$ cat config.mk
export PLATFORM = sky130hd
export DESIGN_NAME = rr_arbiter
export DESIGN_NICKNAME = d
export VERILOG_FILES = /design/src/rtl/arb_pkg.sv /design/src/rtl/rr_pick.sv /design/src/rtl/rr_arbiter.sv
export SDC_FILE = /design/constraint.sdc
export NUM_CORES = 1
export LEC_CHECK = 0
export ABC_AREA = 1
export BUFFER_PORTS_ARGS = -buffer_cell sky130_fd_sc_hd__clkbuf_2
export CAP_MARGIN = 20
export CORE_ASPECT_RATIO = 1.5
export CORE_MARGIN = 2
export CORE_UTILIZATION = 51
export CTS_CLUSTER_DIAMETER = 60
export DETAILED_ROUTE_END_ITERATION = 10
export PLACE_DENSITY = 0.76
export SLEW_MARGIN = 10
export SYNTH_ARGS = -nofsm -noshare
export SYNTH_HDL_FRONTEND = slang
export SYNTH_SLANG_ARGS = --single-unit
$ cat constraint.sdc
create_clock -name clk -period 2.62 [get_ports clk]
set_input_delay 0.131 -clock clk [delete_from_list [all_inputs] [get_ports clk]]
set_output_delay 0.131 -clock clk [all_outputs]
set_load 0.005 [all_outputs]
$ cat src/rtl/arb_pkg.sv
// rtl/arb_pkg.sv - shared state encoding and constants for the round-robin arbiter
//
// Purpose: state type, requester count, index width and default watchdog limit
//          used by rr_arbiter and rr_pick.
// Ports:   none (package).
package arb_pkg;

  typedef enum logic {
    IDLE = 1'b0,
    BUSY = 1'b1
  } arb_state_e;

  localparam int ARB_N       = 8;
  localparam int ARB_IDW     = 3;
  localparam int ARB_TIMEOUT = 16;

endpackage

$ cat src/rtl/rr_pick.sv
// rtl/rr_pick.sv - combinational round-robin pick: rotate then lowest-set-bit encode
//
// Purpose: find the first asserted request at ptr, ptr+1, ... wrapping at ARB_N.
// Ports:
//   req   - request vector
//   ptr   - index that has highest priority this round
//   found - some request is asserted
//   idx   - absolute index of the selected requester (valid when found)
module rr_pick
  import arb_pkg::*;
(
  input  logic [ARB_N-1:0]   req,
  input  logic [ARB_IDW-1:0] ptr,
  output logic               found,
  output logic [ARB_IDW-1:0] idx
);

  logic [ARB_N-1:0]   rot;
  logic [ARB_IDW-1:0] ofs;

  always_comb begin
    // Rotating the doubled vector puts requester ptr at bit 0.
    rot   = ARB_N'({req, req} >> ptr);
    found = |rot;
    ofs   = '0;
    // Scan from the top so the lowest set bit wins.
    for (int i = ARB_N - 1; i >= 0; i--) begin
      if (rot[i]) ofs = i[ARB_IDW-1:0];
    end
    // Index width equals log2(ARB_N), so this add wraps naturally.
    idx = ptr + ofs;
  end

endmodule

$ cat src/rtl/rr_arbiter.sv
// rtl/rr_arbiter.sv - round-robin arbiter with one-hot registered grant and optional watchdog
//
// Purpose: grants one requester at a time, holds the grant until done, a request
//          drop, or watchdog expiry, then inserts one idle cycle and rotates priority.
// Optional feature: define RR_ARBITER_TIMEOUT_EN to enable the grant watchdog.
// Ports:
//   clk         - clock, rising edge
//   reset       - asynchronous active-high reset
//   req         - request lines, bit i from requester i
//   done        - one-cycle release pulse from the current owner
//   grant       - one-hot registered grant, zero when no owner
//   grant_id    - binary index of the current (or last) owner
//   grant_valid - grant is non-zero
//   timeout     - one-cycle pulse when the watchdog revokes a grant
module rr_arbiter
  import arb_pkg::*;
#(
  parameter int N       = ARB_N,
  parameter int TIMEOUT = ARB_TIMEOUT
) (
  input  logic               clk,
  input  logic               reset,
  input  logic [N-1:0]       req,
  input  logic               done,
  output logic [N-1:0]       grant,
  output logic [ARB_IDW-1:0] grant_id,
  output logic               grant_valid,
  output logic               timeout
);

  arb_state_e         state, state_nxt;
  logic [ARB_IDW-1:0] ptr, ptr_nxt;
  logic [N-1:0]       grant_nxt;
  logic [ARB_IDW-1:0] grant_id_nxt;
  logic               found;
  logic [ARB_IDW-1:0] pick_idx;
  logic               expire;

  rr_pick u_pick (
    .req   (req),
    .ptr   (ptr),
    .found (found),
    .idx   (pick_idx)
  );

  always_ff @(posedge clk or posedge reset) begin
    if (reset) begin
      state    <= IDLE;
      ptr      <= '0;
      grant    <= '0;
      grant_id <= '0;
    end else begin
      state    <= state_nxt;
      ptr      <= ptr_nxt;
      grant    <= grant_nxt;
      grant_id <= grant_id_nxt;
    end
  end

  always_comb begin
    state_nxt    = state;
    ptr_nxt      = ptr;
    grant_nxt    = grant;
    grant_id_nxt = grant_id;
    case (state)
      IDLE: begin
        grant_nxt = '0;
        if (found) begin
          grant_nxt    = N'(1) << pick_idx;
          grant_id_nxt = pick_idx;
          state_nxt    = BUSY;
        end
      end
      BUSY: begin
        // Any release cause leads to the same single release; the next grant
        // is decided from IDLE, which yields the mandatory idle cycle.
        if (done || !req[grant_id] || expire) begin
          grant_nxt = '0;
          ptr_nxt   = grant_id + ARB_IDW'(1);
          state_nxt = IDLE;
        end
      end
      default: begin
        grant_nxt = '0;
        state_nxt = IDLE;
      end
    endcase
  end

  assign grant_valid = |grant;

`ifdef RR_ARBITER_TIMEOUT_EN
  localparam int WDW = $clog2(TIMEOUT + 1);

  logic [WDW-1:0] wd_cnt;

  // Counts completed BUSY cycles of the current grant; cleared in IDLE.
  always_ff @(posedge clk or posedge reset) begin
    if (reset) begin
      wd_cnt  <= '0;
      timeout <= 1'b0;
    end else begin
      wd_cnt  <= (state == BUSY) ? wd_cnt + WDW'(1) : '0;
      // Only flag a revoke when the watchdog is the sole reason for release.
      timeout <= expire && !done && req[grant_id];
    end
  end

  assign expire = (state == BUSY) && (wd_cnt == WDW'(TIMEOUT - 1));
`else
  wire unused_timeout_cfg = (TIMEOUT > 0);

  assign expire  = 1'b0;
  assign timeout = 1'b0;
`endif

endmodule

==> impl_metrics.csv <==
group,metric,value,unit
outcome,status,"finished, violations left",
outcome,violations,"setup timing",
yosys,mean_instance_size_in_the_synthesized_netlist,6.45,um2
yosys,postSynthRegisterBits,15,
pwr,p_per_area,1580,mW/mm2
final_layout,mostFrequentLayoutCell,"sky130_fd_sc_hd__nand2_1",
placement,placement.cell_area,0.00170,mm2
placement,place_worst_setup_slack,-0.244,ns
final_layout,post-route-cell-area,0.00203,mm2
final_layout,area.growth.synth_to_final,42.5,%
yosys,yosysWarningCount,0,
final_layout,diodes,0,
placement,place.gp.congestion,0.893,
final_layout,final_cell_mix,"78 x sky130_fd_sc_hd__nand2_1, 35 x sky130_fd_sc_hd__buf_4, 22 x sky130_fd_sc_hd__clkbuf_2, 20 x sky130_fd_sc_hd__nand2_2, 20 x sky130_fd_sc_hd__nand3_1",
final_layout,area.sequential,378,um2
floorplan,die_area,0.00324,mm2
routing,drt-wirelength-per-cell,14.2,um
final_layout,final_cells,316,
timing,slew_at_the_pin_closest_to_its_max_slew_limit,0.572,ns
global_routing,grt-ovfl-total,0,
setup_path,required,2.76,ns
timing,final.period_utilization,103,%
global_routing,initial_antenna_violation_count,0,
final_layout,finalNetCount,294,
clocking,max_h_tree_level,1,
routing,drt_first_pass_iters,5,
global_routing,number_of_global_route_vias_before_repair,1547,
timing,maxSlewHeadroom,61.9,%
clocking,cts-root-to-sink-buffers,2,
final_layout,post_route_cells_drive_above_1_share,44.4,%
placement,place.port_buffers,22,
floorplan,chipHeight,68.8,um
routing,viasPerCell,5.37,
routing,initialDrtViolationCount,87,
setup_path,path_class,"reg2reg",
global_routing,grt_start_max_net_pins,19,
floorplan,floorplan.initialDensity,53.3,%
timing,final_min_period,2.69,ns
timing,setup_violating_endpoint_count_in_the_final_report,8,
floorplan,core_area,0.00268,mm2
yosys,synth_nets,235,
global_routing,first_pass_grt_wire_length,6550,um
placement,placed_cell_count,296,
setup_path,crit_path_end_kind,"flop",
setup_path,crit_path_max_fanout,6,
routing,via_count,1696,
timing,timing.final.hold_violations,0,
clocking,cts_inserted_buffers,3,
floorplan,die_x,47.2,um
clocking,clock_sinks,15,
timing,tns,-0.341,ns
yosys,yosys.cell_types.count,26,
routing,antenna_left,0,
routing,drt-total-wl,4490,um
pwr,design_power_total,3.22,mW
timing,worst_clock_skew,0.00323,ns
job,cap_viol_max_count,0,
yosys,synth_cells,221,
yosys,synth_seq_area_share,26.3,%
floorplan,io-pin-count,24,
pwr,max-vdd-ir-drop,1.03,mV
worst_hold_path,hold_crit_class,"in2reg",
yosys,synth.cell_area,0.00143,mm2
clocking,clock_insertion_delay_worst_skew,0.25,ns
timing,max_freq,371,MHz
clocking,clkSlewWorstSetupHoldPaths,0.06,ns
timing,rsz_0062_raised_after_global_routing,"yes",
floorplan,floorplan.rows,23,
final_layout,filler_cell_count,193,
placement,dp_wirelength,2880,um
pwr,p_leak,1.11,nW
clocking,tritoncts,"built",
timing,finalMaxSlewViolations,0,
setup_path,critical_path.startpoint_type,"flop",
clocking,clock-root-buffer,"sky130_fd_sc_hd__clkbuf_8",
setup_path,critical_path_data_arrival_time,2.83,ns
global_routing,gr_usage_total,28.1,%
timing,setup_ws,-0.0747,ns
final_layout,multiInputGateArea,0.00108,mm2
routing,route.detailed.drc,0,
through the flow:
step                hold WS [ns]  utilization (%)
global route               0.413             76.0
CTS                        0.324             72.5
finish                     0.337             76.0
floorplan                 0.0325                -
global placement           0.182             63.4
detailed placement         0.189             63.4
registers in the layout, indices dropped and copies added, names as in the netlist:
register  cells
grant_id      3
state         1
grant         8
ptr           3
timing repair:
action | 4_1_cts | 5_1_grt
resized for setup | 29 | 18
pin swaps | 1 | 5
endpoints found under the hold margin | 15 | 0
hold buffers | 1 | 0
endpoints found under the setup margin | 10 | 9
buffers inserted | 12 | 3
layout make-up:
cell class,instances,area share (%)
clock buffers,4,2.22
inverters,17,3.88
multi-input cells,183,53.1
flip-flops and latches,15,18.6
well taps,37,2.28
repair buffers,60,19.9
cell usage after synthesis, drive strengths merged:
cell / n / area [um2]
fa: 1 / 20.0
conb: 1 / 3.75
nand3: 39 / 250
nand4: 2 / 12.5
ha: 2 / 25.0
o21ai: 9 / 48.8
dfrtp: 15 / 375
nand3b: 1 / 7.51
nor2: 15 / 63.8
xor2: 1 / 8.76
inv: 17 / 73.8
nor4: 2 / 12.5
buf: 6 / 50.0
xnor2: 1 / 8.76
nand2: 106 / 450
a21oi: 3 / 15.0
worst paths after layout:
kind	from	endpoint	slack, ns	depth (start not counted)
worst max-delay path	ptr[0]	grant[4]	-0.07	19
worst min-delay path	done	state	0.34	4
worst max register to register	ptr[0]	grant[4]	-0.07	19
worst min register to register	grant[0]	grant[0]	0.51	2
max in group asynchronous	reset	ptr[0]	1.75	3
min in group asynchronous	reset	grant[5]	0.46	3
power by group:
part / internal [mW] / switching (mW) / leakage, nW
combinational: 1.09 / 1.50 / 0.894
clock: 0.108 / 0.0779 / 0.0228
sequential: 0.317 / 0.114 / 0.192
critical path, stage by stage, from the launching register on:
cell	delay (ns)
sky130_fd_sc_hd__dfrtp_2	0.47
sky130_fd_sc_hd__buf_6	0.17
sky130_fd_sc_hd__nand2_4	0.06
sky130_fd_sc_hd__nand3_2	0.10
sky130_fd_sc_hd__nand2_2	0.07
sky130_fd_sc_hd__o21ai_2	0.14
sky130_fd_sc_hd__a21oi_2	0.07
sky130_fd_sc_hd__o21ai_1	0.13
sky130_fd_sc_hd__nand2_1	0.08
sky130_fd_sc_hd__a21oi_2	0.13
sky130_fd_sc_hd__ha_2	0.18
sky130_fd_sc_hd__inv_2	0.04
sky130_fd_sc_hd__fa_2	0.34
sky130_fd_sc_hd__xor2_2	0.16
sky130_fd_sc_hd__inv_1	0.08
sky130_fd_sc_hd__nand3_2	0.10
sky130_fd_sc_hd__nand2_4	0.12
sky130_fd_sc_hd__inv_4	0.04
sky130_fd_sc_hd__nand2_1	0.05
sky130_fd_sc_hd__nand2_1	0.05
per-layer routing:
layer	part of all wire [%]	vias up	track usage (%)
met3	4.3	29	2.60
li1	-	826	-
met2	53	67	53.4
met5	0	-	0
met1	37	774	31.1
met4	4.9	0	9.03
cells by family after synthesis:
family / after synthesis / share of synthesized area [%]
buffers and inverters: 23 / 8.68
and+or+nand+nor: 165 / 55.9
DFF: 15 / 26.3
AOI/OAI and AO/OA: 12 / 4.47
adders and majority gates: 3 / 3.16
other: 1 / 0.263
xor gates and xnor gates: 2 / 1.23
(Power assumes the default switching activity.)
